<file path="config.mk">
export PLATFORM = sky130hd
export DESIGN_NAME = impartire_flat
export DESIGN_NICKNAME = d
export VERILOG_FILES = /design/src/rtl/fpu_pkg.sv /design/src/rtl/impartire_if.sv /design/src/rtl/fp_lzc24.sv /design/src/rtl/impartire.sv /design/src/flat_wrapper.sv
export SDC_FILE = /design/constraint.sdc
export NUM_CORES = 1
export LEC_CHECK = 0
export ABC_AREA = 0
export BUFFER_PORTS_ARGS = -buffer_cell sky130_fd_sc_hd__buf_4
export CORE_AREA = 2 2 179 356
export DETAILED_ROUTE_END_ITERATION = 10
export DIE_AREA = 0 0 181 358
export GPL_TIMING_DRIVEN = 0
export MAX_ROUTING_LAYER = met4
export PLACE_DENSITY = 0.54
export SLEW_MARGIN = 5
export SYNTH_ARGS = -nofsm -noshare
export SYNTH_HDL_FRONTEND = slang
export SYNTH_SLANG_ARGS = --single-unit
export TNS_END_PERCENT = 5
</file>
<file path="constraint.sdc">
create_clock -name clk -period 9.5 [get_ports clk]
set_input_delay 1.9 -clock clk [delete_from_list [all_inputs] [get_ports clk]]
set_output_delay 1.9 -clock clk [all_outputs]
set_load 0.01 [all_outputs]
</file>
<file path="src/rtl/fpu_pkg.sv">
// Shared binary32 constants, field layout and divider state encoding for the FPU.
package fpu_pkg;

  localparam int unsigned FP_W   = 32;
  localparam int unsigned EXP_W  = 8;
  localparam int unsigned FRAC_W = 23;
  localparam int unsigned SIG_W  = 24;
  localparam int unsigned Q_W    = 27;
  localparam int unsigned REM_W  = 25;
  localparam int unsigned CNT_W  = 5;
  localparam int unsigned LZC_W  = 5;
  localparam int unsigned E_W    = 10;

  localparam int BIAS    = 127;
  localparam int EXP_MAX = 128;
  localparam int EXP_MIN = -126;

  localparam logic [FP_W-1:0]  QNAN          = 32'h7FC0_0000;
  localparam logic [CNT_W-1:0] DIV_LAST_STEP = 5'd26;

  typedef enum logic [1:0] {
    ST_IDLE,
    ST_PREP,
    ST_DIV,
    ST_ROUND
  } div_state_e;

  typedef struct packed {
    logic              sign;
    logic [EXP_W-1:0]  exp;
    logic [FRAC_W-1:0] frac;
  } fp32_t;

endpackage

</file>
<file path="src/rtl/impartire_if.sv">
// Start/busy/done handshake bundle between the FPU sequencer and the divider.
interface impartire_if;
  import fpu_pkg::*;

  logic            start;
  logic [FP_W-1:0] a;
  logic [FP_W-1:0] b;
  logic            busy;
  logic            done;
  logic [FP_W-1:0] div32;
  logic            dz;

  modport master (output start, a, b, input busy, done, div32, dz);
  modport slave  (input start, a, b, output busy, done, div32, dz);

endinterface

</file>
<file path="src/rtl/fp_lzc24.sv">
// Combinational 24-bit leading-zero counter; returns 24 for an all-zero input.
module fp_lzc24
  import fpu_pkg::*;
(
  input  logic [SIG_W-1:0] in_i,
  output logic [LZC_W-1:0] cnt_o
);

  // Scan upwards so the highest set bit wins.
  always_comb begin
    cnt_o = LZC_W'(SIG_W);
    for (int i = 0; i < int'(SIG_W); i++) begin
      if (in_i[i]) cnt_o = LZC_W'(int'(SIG_W) - 1 - i);
    end
  end

endmodule

</file>
<file path="src/rtl/impartire.sv">
// Sequential binary32 divider: unpack, 27-step restoring divide, RNE round.
module impartire
  import fpu_pkg::*;
(
  input  logic        clk,
  input  logic        rst_n,
  impartire_if.slave  bus
);

  localparam logic signed [E_W-1:0] EMIN_S = E_W'(EXP_MIN);
  localparam logic signed [E_W-1:0] EMAX_S = E_W'(EXP_MAX);

  div_state_e             state_q, state_d;
  logic [CNT_W-1:0]       cnt_q, cnt_d;
  fp32_t                  a_q, a_d, b_q, b_d;
  logic                   sign_q, sign_d;
  logic signed [E_W-1:0]  exp_q, exp_d;
  logic [REM_W-1:0]       rem_q, rem_d;
  logic [SIG_W-1:0]       mb_q, mb_d;
  logic [Q_W-1:0]         q_q, q_d;
  logic                   spec_q, spec_d, spec_dz_q, spec_dz_d;
  logic [FP_W-1:0]        spec_res_q, spec_res_d;
  logic                   busy_q, busy_d, done_q, done_d, dz_q, dz_d;
  logic [FP_W-1:0]        div32_q, div32_d;

  logic [LZC_W-1:0]       lzc_a, lzc_b;
  logic [SIG_W-1:0]       sig_a, sig_b;

  assign sig_a = {|a_q.exp, a_q.frac};
  assign sig_b = {|b_q.exp, b_q.frac};

  fp_lzc24 u_lzc_a (.in_i(sig_a), .cnt_o(lzc_a));
  fp_lzc24 u_lzc_b (.in_i(sig_b), .cnt_o(lzc_b));

  // Operand unpacking, denormal normalisation and special-case detection.
  logic signed [E_W-1:0]  ea, eb;
  logic [SIG_W-1:0]       na, nb;
  logic                   a_nan, b_nan, a_inf, b_inf, a_zero, b_zero;
  always_comb begin
    ea = (|a_q.exp) ? ($signed({2'b00, a_q.exp}) - 10'sd127) : -10'sd126;
    eb = (|b_q.exp) ? ($signed({2'b00, b_q.exp}) - 10'sd127) : -10'sd126;
    ea = ea - $signed({5'b00000, lzc_a});
    eb = eb - $signed({5'b00000, lzc_b});
    na = SIG_W'(sig_a << lzc_a);
    nb = SIG_W'(sig_b << lzc_b);
    a_nan  = (&a_q.exp) & (|a_q.frac);
    b_nan  = (&b_q.exp) & (|b_q.frac);
    a_inf  = (&a_q.exp) & ~(|a_q.frac);
    b_inf  = (&b_q.exp) & ~(|b_q.frac);
    a_zero = ~(|a_q.exp) & ~(|a_q.frac);
    b_zero = ~(|b_q.exp) & ~(|b_q.frac);
  end

  // One restoring step: subtract the divisor if it fits, then shift.
  logic [REM_W:0]   diff;
  logic             ge;
  logic [REM_W-1:0] rem_sel;
  always_comb begin
    diff    = {1'b0, rem_q} - {2'b00, mb_q};
    ge      = ~diff[REM_W];
    rem_sel = ge ? diff[REM_W-1:0] : rem_q;
  end

  // Normalise the quotient, denormalise on underflow, round to nearest even.
  logic [SIG_W-1:0]      man24, man_f;
  logic                  rnd, stk, inc, uf_zero;
  logic signed [E_W-1:0] e_n, sh;
  logic [SIG_W:0]        ext, man_r;
  logic [2*SIG_W+1:0]    wide;
  logic [EXP_W-1:0]      field;
  logic [FP_W-1:0]       res_c;
  always_comb begin
    if (q_q[26]) begin
      man24 = q_q[26:3];
      rnd   = q_q[2];
      stk   = (|q_q[1:0]) | (|rem_q);
      e_n   = exp_q;
    end else begin
      man24 = q_q[25:2];
      rnd   = q_q[1];
      stk   = q_q[0] | (|rem_q);
      e_n   = exp_q - 10'sd1;
    end
    ext     = {man24, rnd};
    sh      = '0;
    wide    = '0;
    uf_zero = 1'b0;
    if (e_n < EMIN_S) begin
      sh = EMIN_S - e_n;
      if (sh > 10'sd25) begin
        uf_zero = 1'b1;
      end else begin
        wide = {ext, 25'b0} >> sh[4:0];
        ext  = wide[49:25];
        stk  = stk | (|wide[24:0]);
      end
      e_n = EMIN_S;
    end
    inc   = ext[0] & (stk | ext[1]);
    man_r = {1'b0, ext[SIG_W:1]} + (SIG_W+1)'(inc);
    if (man_r[SIG_W]) begin
      man_f = man_r[SIG_W:1];
      e_n   = e_n + 10'sd1;
    end else begin
      man_f = man_r[SIG_W-1:0];
    end
    field = man_f[SIG_W-1] ? EXP_W'(e_n + 10'sd127) : '0;
    if (uf_zero)             res_c = {sign_q, 31'b0};
    else if (e_n >= EMAX_S)  res_c = {sign_q, 8'hFF, 23'b0};
    else                     res_c = {sign_q, field, man_f[FRAC_W-1:0]};
  end

  // Next-state and datapath control.
  always_comb begin
    state_d    = state_q;
    cnt_d      = cnt_q;
    a_d        = a_q;
    b_d        = b_q;
    sign_d     = sign_q;
    exp_d      = exp_q;
    rem_d      = rem_q;
    mb_d       = mb_q;
    q_d        = q_q;
    spec_d     = spec_q;
    spec_dz_d  = spec_dz_q;
    spec_res_d = spec_res_q;
    busy_d     = busy_q;
    done_d     = 1'b0;
    dz_d       = dz_q;
    div32_d    = div32_q;
    unique case (state_q)
      ST_IDLE: begin
        if (bus.start) begin
          a_d     = bus.a;
          b_d     = bus.b;
          state_d = ST_PREP;
        end
      end
      ST_PREP: begin
        busy_d     = 1'b1;
        sign_d     = a_q.sign ^ b_q.sign;
        exp_d      = ea - eb;
        rem_d      = {1'b0, na};
        mb_d       = nb;
        q_d        = '0;
        cnt_d      = '0;
        spec_d     = 1'b1;
        spec_dz_d  = 1'b0;
        spec_res_d = QNAN;
        if (a_nan | b_nan | (a_zero & b_zero) | (a_inf & b_inf)) begin
          spec_res_d = QNAN;
        end else if (b_zero) begin
          spec_res_d = {a_q.sign ^ b_q.sign, 8'hFF, 23'b0};
          spec_dz_d  = 1'b1;
        end else if (a_inf) begin
          spec_res_d = {a_q.sign ^ b_q.sign, 8'hFF, 23'b0};
        end else if (a_zero | b_inf) begin
          spec_res_d = {a_q.sign ^ b_q.sign, 31'b0};
        end else begin
          spec_d = 1'b0;
        end
        state_d = spec_d ? ST_ROUND : ST_DIV;
      end
      ST_DIV: begin
        q_d   = {q_q[Q_W-2:0], ge};
        rem_d = REM_W'(rem_sel << 1);
        cnt_d = cnt_q + 5'd1;
        if (cnt_q == DIV_LAST_STEP) state_d = ST_ROUND;
      end
      ST_ROUND: begin
        div32_d = spec_q ? spec_res_q : res_c;
        dz_d    = spec_q & spec_dz_q;
        done_d  = 1'b1;
        busy_d  = 1'b0;
        state_d = ST_IDLE;
      end
      default: state_d = ST_IDLE;
    endcase
  end

  // State and datapath registers.
  always_ff @(posedge clk or negedge rst_n) begin
    if (!rst_n) begin
      state_q    <= ST_IDLE;
      cnt_q      <= '0;
      a_q        <= '0;
      b_q        <= '0;
      sign_q     <= 1'b0;
      exp_q      <= '0;
      rem_q      <= '0;
      mb_q       <= '0;
      q_q        <= '0;
      spec_q     <= 1'b0;
      spec_dz_q  <= 1'b0;
      spec_res_q <= '0;
      busy_q     <= 1'b0;
      done_q     <= 1'b0;
      dz_q       <= 1'b0;
      div32_q    <= '0;
    end else begin
      state_q    <= state_d;
      cnt_q      <= cnt_d;
      a_q        <= a_d;
      b_q        <= b_d;
      sign_q     <= sign_d;
      exp_q      <= exp_d;
      rem_q      <= rem_d;
      mb_q       <= mb_d;
      q_q        <= q_d;
      spec_q     <= spec_d;
      spec_dz_q  <= spec_dz_d;
      spec_res_q <= spec_res_d;
      busy_q     <= busy_d;
      done_q     <= done_d;
      dz_q       <= dz_d;
      div32_q    <= div32_d;
    end
  end

  assign bus.busy  = busy_q;
  assign bus.done  = done_q;
  assign bus.div32 = div32_q;
  assign bus.dz    = dz_q;

endmodule
</file>
<file path="src/flat_wrapper.sv">
// flat-port wrapper written by rule: the top's interface ports become plain ports
module impartire_flat import fpu_pkg::*;
  (clk, rst_n, bus_start, bus_a, bus_b, bus_busy, bus_done, bus_div32, bus_dz);
  impartire_if bus_i ();
  input  logic clk;
  input  logic rst_n;
  input wire logic [$bits(bus_i.start)-1:0] bus_start;
  input wire logic [$bits(bus_i.a)-1:0] bus_a;
  input wire logic [$bits(bus_i.b)-1:0] bus_b;
  output wire logic [$bits(bus_i.busy)-1:0] bus_busy;
  output wire logic [$bits(bus_i.done)-1:0] bus_done;
  output wire logic [$bits(bus_i.div32)-1:0] bus_div32;
  output wire logic [$bits(bus_i.dz)-1:0] bus_dz;
  assign bus_i.start = bus_start;
  assign bus_i.a = bus_a;
  assign bus_i.b = bus_b;
  assign bus_busy = bus_i.busy;
  assign bus_done = bus_i.done;
  assign bus_div32 = bus_i.div32;
  assign bus_dz = bus_i.dz;
  impartire u_core (.clk(clk), .rst_n(rst_n), .bus(bus_i));
endmodule
</file>
# Word-level counts from Yosys, hierarchy flattened
# Index checks and enable logic that the tools add are counted.
# W data, S select, Z words.
# word_totals
register_bits,227
input_bits,67
out_inout_bits,35
word_cells,170
# op_classes
n_addsub,12
magnitude_cmp,3
n_eq_ne,6
n_shift,3
n_mux,88
bitwise,24
reduce_logical,14
# op_table
operator,n
$mux W5,46
$mux W32,5
$mux W24,3
$mux W31,2
$pmux W27 S2,1
$mux W10,5
$mux W25,2
$pmux W25 S2,1
$reduce_or A25 Y1,2
$shr A50 B5 Y50,1
$shl A24 B5 Y24,2
$reduce_or A23 Y1,2
$sub A25 B24 Y26,1
$add A24 B1 Y25,1
$sub A10 B6 Y10,2
$sub A8 B7 Y9 const B,2
$reduce_and A8 Y1,2
$reduce_or A8 Y1,2
$mux W1,15
$add A10 B2 Y10 const B,1
$and A1 B1 Y1,10
$ge A10 B9 Y1 const B,1
$gt A10 B6 Y1 const B,1
$lt A10 B8 Y1 const B,1
other kinds (23),39

# Depth between registers and ports, before layout
# Gate-level depths: netlist of run 1.
# depth
ltp_word,26
ltp_mapped,33
ltp_nobuf,25

# Hierarchy
# A second synthesis of run 1 with hierarchy kept.
# hier_totals
hier_cells,2088
area_unflattened_um2,17634.4
# modules_own_cells
mod,n_inst,cells_each,area_each_um2,seq_area_each_um2
impartire,1,1992,17103.9,4954.8
fp_lzc24,2,48,265.3,0.0

# Worst setup path before layout of run 1
# No wires, ideal clock.
# synth_path
path_type,register to register
startpoint,register u_core.exp_q[0]
endpoint,register u_core.div32_q[27] (netlist: u_core.bus.div32[27])
setup_time_ns,0.123
t_arrival_ns,7.075
t_required_ns,9.377
path_slack_ns,2.302
stages_incl_launch_ff,33
n_path_buf,8
cell_sequence,dfrtp_1 > buf_2 > buf_2 > buf_2 > inv_2 > ha_1 > mux2_2 > inv_1 > ha_1 > clkbuf_1 > nor2_1 > a32oi_1 > nand2_1 > and3_1 > or4_4 > o31ai_2 > nand2_1 > clkbuf_1 > clkbuf_1 > clkbuf_1 > a31oi_1 > ha_1 > nand2_1 > a211oi_1 > a32oi_1 > or4_4 > buf_6 > mux2i_1 > ha_1 > nor4bb_1 > xor2_1 > nor2_1 > o221a_2
# synth_between
elab_chain_len,17
elab_cells_between_ends,27
cone_classes,add/sub (5); order compare (3); shift (1); mux (14); bitwise (3); reduce/logical (1)
# synth_rtl
item,line,rtl
"start, declared",impartire.sv:17,"logic signed [E_W-1:0] exp_q, exp_d;"
"start signal, assigned",impartire.sv:206,exp_q <= exp_d;
$sub A10 B2 Y10,impartire.sv:82,e_n = exp_q - 10'sd1;
$mux W10 *,impartire.sv:73,if (q_q[26]) begin
$sub A8 B10 Y10,impartire.sv:89,sh = EMIN_S - e_n;
$shr A50 B5 Y50,impartire.sv:93,"wide = {ext, 25'b0} >> sh[4:0];"
$reduce_or A25 Y1,impartire.sv:95,stk = stk | (|wide[24:0]);
$or A1 B1 Y1,impartire.sv:95,
$mux W1,impartire.sv:90,if (sh > 10'sd25) begin
$mux W1,impartire.sv:88,if (e_n < EMIN_S) begin
$or A1 B1 Y1,impartire.sv:99,inc = ext[0] & (stk | ext[1]);
$and A1 B1 Y1,impartire.sv:99,
$add A24 B1 Y25,impartire.sv:100,"man_r = {1'b0, ext[SIG_W:1]} + (SIG_W+1)'(inc);"
$mux W10,impartire.sv:101,if (man_r[SIG_W]) begin
$add A8 B8 Y8,impartire.sv:107,field = man_f[SIG_W-1] ? EXP_W'(e_n + 10'sd127) : '0;
$mux W8,impartire.sv:107,
$mux W31,impartire.sv:109,"else if (e_n >= EMAX_S) res_c = {sign_q, 8'hFF, 23'b0};"
$mux W31 *,impartire.sv:108,"if (uf_zero) res_c = {sign_q, 31'b0};"
$mux W32 *,impartire.sv:171,div32_d = spec_q ? spec_res_q : res_c;
"end signal, assigned",impartire.sv:216,div32_q <= div32_d;
"end, declared",impartire.sv:24,"logic [FP_W-1:0] div32_q, div32_d;"
# Every way passes the cells marked *; elsewhere a longest branch is shown, timed or not.
# A chain may end at the register's enable or synchronous reset.

# Final worst setup path of run 1
# layout_path
startpoint,register u_core.exp_q[0]
endpoint,register u_core.div32_q[12] (netlist: u_core.bus.div32[12])
# layout_between
elab_chain_len,16
elab_cells_between_ends,25
cone_classes,add/sub (4); order compare (3); shift (1); mux (13); bitwise (3); reduce/logical (1)
# layout_rtl
item,line
$sub A10 B2 Y10,impartire.sv:82
$mux W10 *,impartire.sv:73
$sub A8 B10 Y10,impartire.sv:89
$shr A50 B5 Y50,impartire.sv:93
$reduce_or A25 Y1,impartire.sv:95
$or A1 B1 Y1,impartire.sv:95
$mux W1,impartire.sv:90
$mux W1,impartire.sv:88
$or A1 B1 Y1,impartire.sv:99
$and A1 B1 Y1,impartire.sv:99
$add A24 B1 Y25,impartire.sv:100
$mux W10,impartire.sv:101
$ge A10 B9 Y1,impartire.sv:109
$mux W31,impartire.sv:109
$mux W31 *,impartire.sv:108
$mux W32 *,impartire.sv:171
# Marked as above.

==> impl_results.md, run 1 <==
- Outcome: finished clean
- Worst-path clk slew: 0.08 ns
- Slew Limit Fails: 0
- Vias/cell: 5.715
- Gr ovfl total: 0
- Async S/R FF share, synth: 100.0%
- Chip Height: 358 um
- Mapped Area: 17,190 sq um
- Register area share after synthesis: 28.83%
- Root buf cell: clkbuf_16
- Antenna Nets Post-Route: 0
- Synth cell types: 93
- Area fraction in compound gates after synthesis: 21.75%
- Crit path buf inv count: 8
- Most used flip-flop cell after synthesis: dfrtp_1
- RSZ-0062 raised after global routing: no
- Fmax: 0.1120 GHz
- Initial antenna violation count: 1
- HP Class: flip-flop to flip-flop
- Wire per inst: 25.26 um
- Worst-Skew Late Latency: 0.49 ns
- Number of cells on the critical path: 28
- Core Util, Final: 31.58%
- CTS tree: done
- Die Width: 181 um
- ANT cells: 0
- Post-synth EDFFs: 0
- Synth-to-layout area growth: 13.87%
- # setup viols final: 0
- # IOs: 102
- Post-synthesis adder-cell area fraction: 5.721%
- Clk buf depth: 2
- Slew @ Worst Pin: 1.292 ns
- Total GRT Usage: 23.56%
- Worst Skew: 0.01302 ns
- Crit path launch: u_core.exp_q[0]
- Routability cong.: 0.9981
- First-pass GRT wire length: 109,900 um
- Worst rel slew slack: 13.17%
- HPWL after detailed placement: 61,020 um
- Multiplexer area fraction after synthesis: 14.94%
- Reg2reg end: u_core.bus.div32[12]
- Core Area: 61,980 sq um
- Hold_buf cts: 0
- DRC errors left: 0
- Die ar.: 64,800 sq um
- Main combinational cell family by area after synthesis: compound AO/OA/AOI/OAI gates
- Nature of the critical path startpoint: flip-flop
- Syn avg cell area: 8.463 sq um
- Final net count: 2,292
- Critical Path Most Common Cell: buf_2
- Crit end category: flip-flop
- Final min period: 8.926 ns
- Yosys Warn Count: 0
- WS Path Type: flip-flop to flip-flop
- DR iter-0 viols: 1,200
- Vias in the first global route: 17,130
- Fin. Hold Viols: 0
- Starting Density: 27.73%
- Vias: 16,870
- R2r setup slk: 0.57 ns
- Max-cap violation count: 0
- CP delay by family, top: simple AND/OR/NAND/NOR gates
- CP endpoint: u_core.bus.div32[12]
- Total Wirelength: 74,580 um
- Required @ worst endpoint: 9.87 ns
- Slowest stage delay, CP: 0.54 ns
- Slowest cell on the critical path: or4_4
- Largest net degree at the start of global routing: 112
- Row Count: 129
- Post-Synth XOR/XNOR Area: 4.389%
- Synthesis-stage register bit count: 198
- I/O Buffers: 101
- CTS Buf Count: 17
- Mapped Cells: 2,031
- H-Tree Depth: 4
- Synthesized net count: 2,170
- Post-Synth Simple-Gate Area: 18.61%
- CP Data Arrival Time: 9.29 ns
- Number of fill cells: 6,717
- Tcrit/Tclk final: 93.96%
- Worst r2r src: u_core.exp_q[0]
- Ratio of cells with drive above 1 in the final layout: 15.28%
- Path depth of the worst reg2reg path: 28
- Pre-Repair DR Iteration Count: 5
- Critical path fanouts, max: 19
- Clock sink count: 198
==> sequential cells by signal (all words and copies together) (netlist names) <==
signal             cells
u_core.mb_q           24
u_core.sign_q          1
u_core.b_q            32
u_core.bus.busy        1
u_core.cnt_q           5
u_core.spec_q          1
u_core.bus.done        1
u_core.q_q            27
u_core.a_q            32
u_core.spec_dz_q       1
u_core.rem_q          25
u_core.bus.dz          1
u_core.spec_res_q      3
u_core.state_q         2
u_core.bus.div32      32
u_core.exp_q          10
==> cells by family after synthesis <==
group | after synthesis
adders and majority gates | 72
AOI/OAI and AO/OA | 548
and+or+nand+nor | 656
buffers and inverters | 252
DFF | 198
xor gates and xnor gates | 83
muxes | 222
==> how the worst min path moves through the flow <==
stage,start,endpoint,depth (start not counted)
floorplan,u_core.spec_dz_q,u_core.spec_dz_q,2
global placement,u_core.bus.div32[3],u_core.bus.div32[3],1
detailed placement,u_core.bus.div32[5],u_core.bus.div32[5],1
CTS,u_core.bus.div32[5],u_core.bus.div32[5],1
global route,u_core.bus.div32[8],u_core.bus.div32[8],1
finish,u_core.bus.div32[3],u_core.bus.div32[3],1
==> Yosys cell counts (18+ instances only) <==
cell / n / area (sq um)
mux2_2: 97 / 1092
mux4_2: 18 / 405.4
a211oi_1: 33 / 247.7
xor2_1: 33 / 289.0
inv_1: 126 / 473.0
o211ai_1: 25 / 187.7
nand2b_1: 29 / 181.4
nor2_1: 176 / 660.6
nor3_1: 53 / 265.3
a21oi_1: 120 / 600.6
o22ai_1: 18 / 112.6
o2bb2ai_1: 26 / 227.7
mux2i_1: 107 / 1071
dfrtp_1: 198 / 4955
o221ai_1: 23 / 201.4
xnor2_1: 48 / 420.4
nand2_1: 174 / 653.1
buf_2: 20 / 100.1
o21ai_0: 109 / 545.5
ha_1: 61 / 763.2
a21o_1: 18 / 135.1
a31oi_1: 30 / 187.7
clkbuf_1: 80 / 300.3
nand3_1: 88 / 440.4
nor4_1: 25 / 156.4
==> worst reg2reg max path, delay by kind of cell (launching register included) <==
kind,cells,cell delay (ns)
buffers and inverters,8,2.46
multiplexers,2,0.74
flip-flops,1,0.39
AND/OR/NAND/NOR,9,2.54
adder cells (fa/ha/maj),3,0.81
AO/OA/AOI/OAI,6,1.82
==> cell usage in the layout, fill, tap and decap left out, drive strengths merged, types with 19 or more instances in the layout <==
master	instances
dfrtp	198
nor2	176
nand2	175
buf	143
inv	134
a21oi	121
o21ai	113
mux2i	107
mux2	97
clkbuf	97
nand3	88
ha	61
nor3	53
xnor2	48
xor2	33
a211oi	33
a31oi	30
nor4	30
nand2b	29
o2bb2ai	26
o211ai	25
o221ai	23
a21o	19
==> metal layers <==
layer,track usage [%],vias up,share of wire (%)
li1,-,7717,-
met1,19.67,8177,31
met2,45.63,676,55
met3,3.087,302,3.6
met4,19.72,0,9.8
met5,-,-,0
==> metrics by stage <==
stage | setup slack, ns | setup TNS [ns] | instance area [sq um] | instances | hold slack [ns]
after floorplan | 2.302 | 0 | 17190 | 2031 | 0.4470
after global placement | -1.063 | -29.11 | 18930 | 2918 | 0.4770
after detailed placement | -0.8903 | -23.63 | 18990 | 2920 | 0.4786
after CTS | 0.2005 | 0 | 19550 | 2951 | 0.4973
after global routing | 0.1475 | 0 | 19570 | 2952 | 0.5141
final | 0.5741 | 0 | 19570 | 2952 | 0.4890
==> layout make-up <==
| class | count | area (sq um) | area share [%] |
|---|---|---|---|
| multi-input combinational | 1581 | 11280 | 57.61 |
| clock buffer | 20 | 436.7 | 2.231 |
| sequential | 198 | 4955 | 25.31 |
| buffer | 115 | 478.0 | 2.442 |
| timing repair buffer | 105 | 815.8 | 4.168 |
| inverter | 135 | 506.7 | 2.589 |
| tap | 786 | 983.4 | 5.024 |
| clock inverter | 12 | 122.6 | 0.6264 |
==> what timing repair did <==
item / CTS / global route
pin swaps: 0 / 1
endpoints found under the setup margin: 31 / 30
hold endpoints to repair: 0 / 0
gates cloned: 0 / 0
setup buffers: 0 / 2
resized for setup: 3 / 5
Power of run 1 is not shown: default switching activity piles up to over one toggle a cycle in this logic, so the estimate is an artifact.
==> run 2: changes to the inputs <==
--- a/config.mk
+++ b/config.mk
@@ -13,6 +13,7 @@
 export GPL_TIMING_DRIVEN = 0
 export MAX_ROUTING_LAYER = met4
 export PLACE_DENSITY = 0.54
+export RECOVER_POWER = 25
 export SLEW_MARGIN = 5
 export SYNTH_ARGS = -nofsm -noshare
 export SYNTH_HDL_FRONTEND = slang
==> run 2 against run 1 <==
Effect of this change: the flow now finishes with violations (capacitance limit, slew limit); register-to-register slack worse by 0.06 ns; worst setup slack lost 0.061 ns; largest cell class unchanged; via count decreased by 0.49%; critical endpoint is now u_core.bus.div32[9]; global-route usage stayed put; hold slack improved by 0.0013 ns; final cell count about the same; design area is 0.16% lower; critical path depth unchanged.
==> impl_results.md, run 2 (synthesis gave the netlist of run 1 again) <==
- Clock sink count: 198 (unchanged)
- R2r setup slk: 0.51 ns (was 0.57 ns)
- HPWL after detailed placement: 61,020 um (unchanged)
- Crit end category: flip-flop (unchanged)
- WS Path Type: flip-flop to flip-flop (unchanged)
- Crit path buf inv count: 8 (unchanged)
- DR iter-0 viols: 1,098 (was 1,200)
- WHS: 0.4903 ns (was 0.4890 ns)
- Pre-Repair DR Iteration Count: 6 (was 5)
- I/O Buffers: 101 (unchanged)
- Hold path endpoint: u_core.bus.div32[3] (unchanged)
- Row Count: 129 (unchanged)
- Worst-Skew Late Latency: 0.49 ns (about the same)
- Root buf cell: clkbuf_16 (unchanged)
- Fin. Hold Viols: 0 (unchanged)
- Core Util, Final: 31.53% (was 31.58%)
- Vias/cell: 5.686 (was 5.715)
- Total GRT Usage: 23.56% (unchanged)
- Die Width: 181 um (unchanged)
- CTS Buf Count: 17 (unchanged)
- Starting Density: 27.73% (unchanged)
- Final instance area: 19,540 sq um (was 19,570 sq um)
- Failing checks: capacitance limit, slew limit
- Ratio of cells with drive above 1 in the final layout: 15.19% (was 15.28%)
- # IOs: 102 (unchanged)
- Max-cap violation count: 2 (was 0)
- Critical path fanouts, max: 19 (unchanged)
- Worst Skew: 0.01453 ns (was 0.01302 ns)
- Routability cong.: 0.9981 (unchanged)
- H-Tree Depth: 4 (unchanged)
- Final min period: 8.987 ns (was 8.926 ns)
- Hold_buf cts: 0 (unchanged)
- Number of fill cells: 6,721 (was 6,717)
- DRC errors left: 0 (unchanged)
- First-pass GRT wire length: 109,900 um (unchanged)
- Tcrit/Tclk final: 94.60% (was 93.96%)
- Fmax: 0.1113 GHz (was 0.1120 GHz)
- Nature of the critical path startpoint: flip-flop (unchanged)
- Synth-to-layout area growth: 13.69% (was 13.87%)
- Final net count: 2,292 (unchanged)
- Vias: 16,790 (was 16,870)
- Hold Crit Depth: 1 (unchanged)
- Clk buf depth: 2 (unchanged)
- Initial antenna violation count: 1 (unchanged)
- Gr ovfl total: 0 (unchanged)
- Path depth of the worst reg2reg path: 28 (unchanged)
- Worst r2r src: u_core.exp_q[0] (unchanged)
- CP Data Arrival Time: 9.33 ns (was 9.29 ns)
- Crit path launch: u_core.exp_q[0] (unchanged)
- Area after DPL: 18,990 sq um (unchanged)
- Critical Path Most Common Cell: buf_2 (unchanged)
- Register area: 4955 sq um (unchanged)
- Reg2reg end: u_core.bus.div32[9] (was u_core.bus.div32[12])
- Outcome: finished, violations left (was finished clean)
- Slew Limit Fails: 201 (was 0)
- Worst-path clk slew: 0.08 ns (about the same)
- Slowest cell on the critical path: or4_4 (unchanged)
- HP Class: flip-flop to flip-flop (unchanged)
- CTS tree: done (unchanged)
- Worst rel slew slack: -220.3% (was 13.17%)
- Core Area: 61,980 sq um (unchanged)
- Commonest non-fill, non-tap cell in the layout: dfrtp_1 (unchanged)
- Largest net degree at the start of global routing: 112 (unchanged)
- # setup viols final: 0 (unchanged)
- Most frequent cells in the layout: dfrtp_1, nor2_1, nand2_1, inv_1, a21oi_1 (unchanged)
- RSZ-0062 raised after global routing: no (unchanged)
- Slew @ Worst Pin: 4.804 ns (was 1.292 ns)
- Slowest stage delay, CP: 0.54 ns (about the same)
- Chip Height: 358 um (unchanged)
- Total Wirelength: 74,500 um (was 74,580 um)
- Vias in the first global route: 17,130 (unchanged)
- Area taken by multi-input logic gates: 11,280 sq um (unchanged)
- Antenna Nets Post-Route: 0 (unchanged)
- Die ar.: 64,800 sq um (unchanged)
- Min-Delay Startpoint: u_core.bus.div32[3] (unchanged)
- Wire per inst: 25.23 um (was 25.26 um)
- CP delay by family, top: simple AND/OR/NAND/NOR gates (unchanged)
- Required @ worst endpoint: 9.84 ns (was 9.87 ns)
-- run 2: cell types whose count changed in the layout (fill, tap and decap cells not counted), sizes merged --
cell	delta
diode	+1
buf	-4
clkbuf	+4
-- run 2: area by class of cell --
cell class	instances	area share [%]
well taps	786	5.032
plain buffers	115	2.446
inverters	135	2.593
diodes	1	0.01280
multi-input cells	1581	57.70
clock inverters	12	0.6274
clock buffers	20	2.234
repair buffers	105	4.002
flip-flops and latches	198	25.35
-- run 2: worst reg2reg max path: cells and delay by family, from the launching register on --
| kind | cells | cell delay, ns |
|---|---|---|
| flip-flops | 1 | 0.39 |
| AO/OA/AOI/OAI | 6 | 1.94 |
| adder cells (fa/ha/maj) | 3 | 0.82 |
| buffers and inverters | 8 | 2.43 |
| AND/OR/NAND/NOR | 9 | 2.54 |
| multiplexers | 2 | 0.73 |
-- run 2: metrics by stage --
stage,instances,setup TNS (ns),worst slack (ns)
after global routing,2953,0,0.1475
after CTS,2951,0,0.2005
after detailed placement,2920,-23.63,-0.8903
final,2953,0,0.5132
after floorplan,2031,0,2.302
after global placement,2918,-29.11,-1.063
-- run 2: what timing repair did --
| item | CTS | global route |
|---|---|---|
| resized for setup | 3 | 5 |
| pin swaps | 0 | 1 |
| setup buffers | 0 | 2 |
| endpoints found under the setup margin | 31 | 30 |
-- run 2: per-layer routing --
metal  global-route usage (%)  share of wire [%]  wire length, um
met4                    19.72                9.9             7385
met1                    19.67                 31            22970
met5                        -                  0                0
met3                    3.087                3.8             2855
met2                    45.63                 55            41280
-- run 2: worst max path at each step --
stage                                 to  slack, ns  depth (start not counted)
floorplan           u_core.bus.div32[27]       2.30                         32
finish               u_core.bus.div32[9]       0.51                         28
global route        u_core.bus.div32[17]       0.15                         28
global placement    u_core.bus.div32[12]      -1.06                         30
detailed placement  u_core.bus.div32[21]      -0.89                         30
CTS                 u_core.bus.div32[12]       0.20                         29
Power of run 2 is left out for the same reason.
